File: src/rtl/tt_dco.sv
// tt_dco: digitally controlled oscillator turning a loop-filter control word into a saturated FCW,
// a wrapping phase accumulator (scannable), a per-wrap tick and a divided feedback clock.
module tt_dco #(
  parameter int ACC_W = 24,
  parameter logic [ACC_W-1:0] CENTER_FCW = 24'h100000,
  parameter int GAIN_SHIFT = 6,
  parameter logic [ACC_W-1:0] FCW_MIN = 24'h040000,
  parameter logic [ACC_W-1:0] FCW_MAX = 24'h200000,
  parameter int DIV_N = 8
) (
  input  logic             i_clk,
  input  logic             i_rst,
  input  logic             i_enable,
  input  logic [15:0]      i_ctrl,
  output logic [ACC_W-1:0] o_fcw,
  output logic             o_sat,
  output logic             o_dco_clk,
  output logic             o_tick,
  output logic             o_fb_clk,
  input  logic             i_scan_en,
  input  logic             i_scan_in,
  output logic             o_scan_out
);
  localparam int SW = ACC_W + 2;
  localparam int DW = $clog2(DIV_N);
  localparam logic signed [SW-1:0] MAX_S = $signed({2'b00, FCW_MAX});
  localparam logic signed [SW-1:0] MIN_S = $signed({2'b00, FCW_MIN});
  logic [15:0]          ctrl_q;
  logic signed [SW-1:0] sum;
  logic                 over;
  logic                 under;
  logic [ACC_W-1:0]     acc;
  logic [ACC_W:0]       acc_sum;
  logic [DW-1:0]        div_cnt;
  logic                 fb_toggle;
  // Two spare bits keep the widest positive sum and any negative sum representable.
  always_comb begin
    sum = $signed({2'b00, CENTER_FCW}) + ($signed({{(SW-16){ctrl_q[15]}}, ctrl_q}) <<< GAIN_SHIFT);
    over = sum > MAX_S;
    under = sum < MIN_S;
    acc_sum = {1'b0, acc} + {1'b0, o_fcw};
    fb_toggle = div_cnt == DW'(DIV_N/2-1) || div_cnt == DW'(DIV_N-1);
  end
  always_ff @(posedge i_clk) begin
    if (i_rst) begin
      ctrl_q <= '0;
      o_fcw <= CENTER_FCW;
      o_sat <= 1'b0;
    end else begin
      ctrl_q <= i_ctrl;
      o_fcw <= over ? FCW_MAX : under ? FCW_MIN : sum[ACC_W-1:0];
      o_sat <= over || under;
    end
  end
  // Scan takes precedence over running; the divider only advances on a run-mode carry.
  always_ff @(posedge i_clk) begin
    if (i_rst) begin
      acc <= '0;
      o_tick <= 1'b0;
      div_cnt <= '0;
      o_fb_clk <= 1'b0;
    end else if (i_scan_en) begin
      acc <= {acc[ACC_W-2:0], i_scan_in};
      o_tick <= 1'b0;
    end else if (i_enable) begin
      acc <= acc_sum[ACC_W-1:0];
      o_tick <= acc_sum[ACC_W];
      if (acc_sum[ACC_W]) begin
        div_cnt <= div_cnt == DW'(DIV_N-1) ? '0 : div_cnt + 1'b1;
        o_fb_clk <= fb_toggle ? ~o_fb_clk : o_fb_clk;
      end
    end else begin
      o_tick <= 1'b0;
    end
  end
  assign o_dco_clk = acc[ACC_W-1];
  assign o_scan_out = acc[ACC_W-1];
endmodule

File: config.mk
export PLATFORM = sky130hd
export DESIGN_NAME = tt_dco
export DESIGN_NICKNAME = d
export VERILOG_FILES = /design/src/rtl/tt_dco.sv
export SDC_FILE = /design/constraint.sdc
export NUM_CORES = 1
export LEC_CHECK = 0
export ABC_AREA = 0
export BUFFER_PORTS_ARGS = -buffer_cell sky130_fd_sc_hd__buf_2
export CAP_MARGIN = 20
export CORE_AREA = 2 2 92 72
export DETAILED_ROUTE_END_ITERATION = 16
export DIE_AREA = 0 0 94 74
export GPL_ROUTABILITY_DRIVEN = 0
export PLACE_DENSITY_LB_ADDON = 0.1
export SYNTH_ARGS = -nofsm -noshare
export SYNTH_HDL_FRONTEND = slang
export SYNTH_SLANG_ARGS = --single-unit
File: constraint.sdc
create_clock -name i_clk -period 2.8 [get_ports i_clk]
set_input_delay 0.28 -clock i_clk [delete_from_list [all_inputs] [get_ports i_clk]]
set_output_delay 0.28 -clock i_clk [all_outputs]
set_load 0.02 [all_outputs]
==> results.sh <==
export IMPL_routed_wl_um=6910
export IMPL_final_common_cell="dfxtp_1"
export IMPL_fin_crit_ns=2.63
export IMPL_die_height_um=74
export IMPL_track_usage_pct=21.5
export IMPL_seq_area_frac_synth_pct=37.8
export IMPL_antenna_found_initial=0
export IMPL_dp_cells=480
export IMPL_grt_max_degree=34
export IMPL_first_global_vias=2425
export IMPL_rsz0062_at_grt="false"
export IMPL_ir_drop_mv=0.396
export IMPL_synth_distinct_cells=53
export IMPL_clock_latency_ns=0.35
export IMPL_grt_pass1_wl_um=11400
export IMPL_cp_end_kind="flip-flop"
export IMPL_vias_per_cell=5.35
export IMPL_port_buffer_count=43
export IMPL_r2r_end="div_cnt[0]"
export IMPL_arrival_ns=2.87
export IMPL_syn_to_final_growth_pct=12.8
export IMPL_diodes=0
export IMPL_syn_inst=373
export IMPL_dr_pass1_iters=4
export IMPL_hold_class="input port to flip-flop"
export IMPL_r2r_cells=9
export IMPL_endpoint="div_cnt[0]"
export IMPL_async_flop_share_pct=0
export IMPL_final_cell_mix="dfxtp_1 (63), buf_2 (43), nor2_1 (34)"
export IMPL_fmax_mhz=380
export IMPL_ys_flop_type="dfxtp_1"
export IMPL_max_slew_margin_pct=54.2
export IMPL_hold_viol=0
export IMPL_hold_start="i_ctrl[5]"
export IMPL_synth_area_mm2=0.00334
export IMPL_path_max_fanout=4
export IMPL_crit_start="acc[6]"
export IMPL_clk_pin_slew_worst_paths_ns=0.07
export IMPL_status="finished clean"
export IMPL_synth_xor_area_share_pct=3.15
export IMPL_avgRoutedWirePerCell_um=13.9
export IMPL_worst_hold_slack_ns=0.143
export IMPL_synth_compound_area_share_pct=17.4
export IMPL_ctsHoldBuffers=0
export IMPL_cts_tree="yes"
export IMPL_muxShareOfSynthArea_pct=4.76
export IMPL_slew_viol_final=0
export IMPL_postLayoutCellArea_mm2=0.00376
export IMPL_critPathRequiredTime_ns=3.04
export IMPL_clockBufferDepth=2
export IMPL_yosys_warnings=0
export IMPL_post_cts_resize_count=0
export IMPL_fin_nets=457
export IMPL_finalSetupTns_ns=0
export IMPL_layout_setup_ws_ns=0.167
export IMPL_max_cap_violations=0
export IMPL_rows=25
export IMPL_skew_ns=0.0123
export IMPL_setup_viol=0
export IMPL_synth_seq_cells=63
export IMPL_io_pins=50
export IMPL_fillers=537
export IMPL_cts_sinks=63
export IMPL_tightestPinTransition_ns=0.687
export IMPL_synth_top_family_by_area="simple AND/OR/NAND/NOR gates"
export IMPL_cp_start_kind="flip-flop"
export IMPL_ant_nets=0
export IMPL_cts_root_buf="clkbuf_8"
export IMPL_grt_overflow=0
export IMPL_die_area_mm2=0.00696
export IMPL_path_class="flip-flop to flip-flop"
export IMPL_multiInputGateArea_mm2=0.00191
export IMPL_power_total_mw=2.01
export IMPL_drc=0
export IMPL_worstReg2RegStart="acc[6]"
export IMPL_die_w_um=94
export IMPL_synth_fa_ha_area_share_pct=9.98
export IMPL_layout_cells_non_filler=496
export IMPL_syn_avg_cell_area_um2=8.94
export IMPL_vias=2655
export IMPL_r2r_slack_ns=0.17
export IMPL_start_util_pct=54.7
export IMPL_final_util_pct=61.7
export IMPL_synth_edff_count=0
export IMPL_core_mm2=0.00610
export IMPL_drt_first_iter_violations=123
export IMPL_yosys_area_share_simple_pct=21.3
export IMPL_post_cts_setup_buffers=0
export IMPL_post_route_period_util_pct=94.0
export IMPL_power_density_mw_per_mm2=533
export IMPL_place_area_mm2=0.00357
export IMPL_p_leak_nw=1.73
export IMPL_regArea_mm2=0.00126
export IMPL_drive_gt1_share_pct=18.6
export IMPL_hpwl_um=5260
export IMPL_ctsHtreeMaxLevel=3
export IMPL_cts_buffers=9
export IMPL_place_ws_ns=0.170
-- where the power goes --
| part | switching [mW] | internal, mW | leakage [nW] |
|---|---|---|---|
| clock network | 0.355 | 0.411 | 0.0895 |
| registers | 0.0312 | 0.938 | 0.517 |
| logic | 0.163 | 0.109 | 1.12 |
| total | 0.549 | 1.46 | 1.73 |
-- layout make-up --
cell class                 instances  area share (%)
multi-input combinational        274            50.7
timing repair buffer              47            6.52
clock inverter                     5            1.56
sequential                        63            33.5
clock buffer                      11            3.49
inverter                          15            1.50
tap                               81            2.69
-- layer usage --
metal / vias up / track usage [%] / routed length, µm
li1: 1379 / - / -
met4: 0 / 6.44 / 61
met5: - / 0 / 0
met1: 1201 / 29.5 / 3470
met3: 7 / 6.59 / 430
met2: 68 / 32.9 / 2940
-- registers in the layout, summed over array words and instances, names as in the netlist --
signal / flops
acc: 24
ctrl_q: 16
div_cnt: 3
o_fb_clk: 1
o_fcw: 17
o_sat: 1
o_tick: 1
-- critical path, stage by stage (launching register included) --
cell and delay (ns):
dfxtp_1 0.35, ha_1 0.22, inv_1 0.07, fa_1 0.40
and2b_2 0.25, o2111ai_2 0.14, a211oi_2 0.39, nor3b_2 0.11
o22ai_2 0.27, mux2_4 0.33
-- Yosys cell counts, drive strengths merged (2+ instances only) --
library cell  instances  area share (%)
nor3b                 5             1.3
mux2                  4             1.5
o21ai                 8             1.2
xor2                  4             1.1
a211oi               12             3.2
nor4                  4            0.75
mux2i                11             3.3
clkbuf               14             1.6
and3                 15             2.8
a221oi                5             1.3
nor2b                27             5.1
a21o                  8             1.8
nor2                 34             3.8
nand2                19             2.1
dfxtp                63              38
ha                   25             9.4
xnor2                 8             2.1
nor4b                 2            0.53
o21a                  3            0.68
nor3                  8             1.2
o22ai                 4            0.94
o211ai                3            0.83
nand2b                6             1.1
inv                  15             1.7
a21oi                28             4.3
or3                   3            0.56
a21boi                2            0.45
nand3                 3            0.45
buf                  12             2.3
nand4                 3            0.56
-- cells by family (layout without fill, tap and decap cells) --
logic type	count (synthesis)	count (layout)
other	1	6
adders and majority gates	26	26
xor gates and xnor gates	12	12
and+or+nand+nor	133	133
muxes	15	15
DFF	63	63
AOI/OAI and AO/OA	82	82
buffers and inverters	41	78
-- worst min path at each step --
| stage | endpoint | depth (start not counted) |
|---|---|---|
| after floorplan | ctrl_q[0] | 1 |
| after global placement | div_cnt[2] | 2 |
| after detailed placement | o_fcw[12] | 1 |
| after CTS | ctrl_q[7] | 2 |
| after global routing | ctrl_q[0] | 2 |
| final | ctrl_q[5] | 2 |
Note: power is estimated with default switching activity, not from simulation.
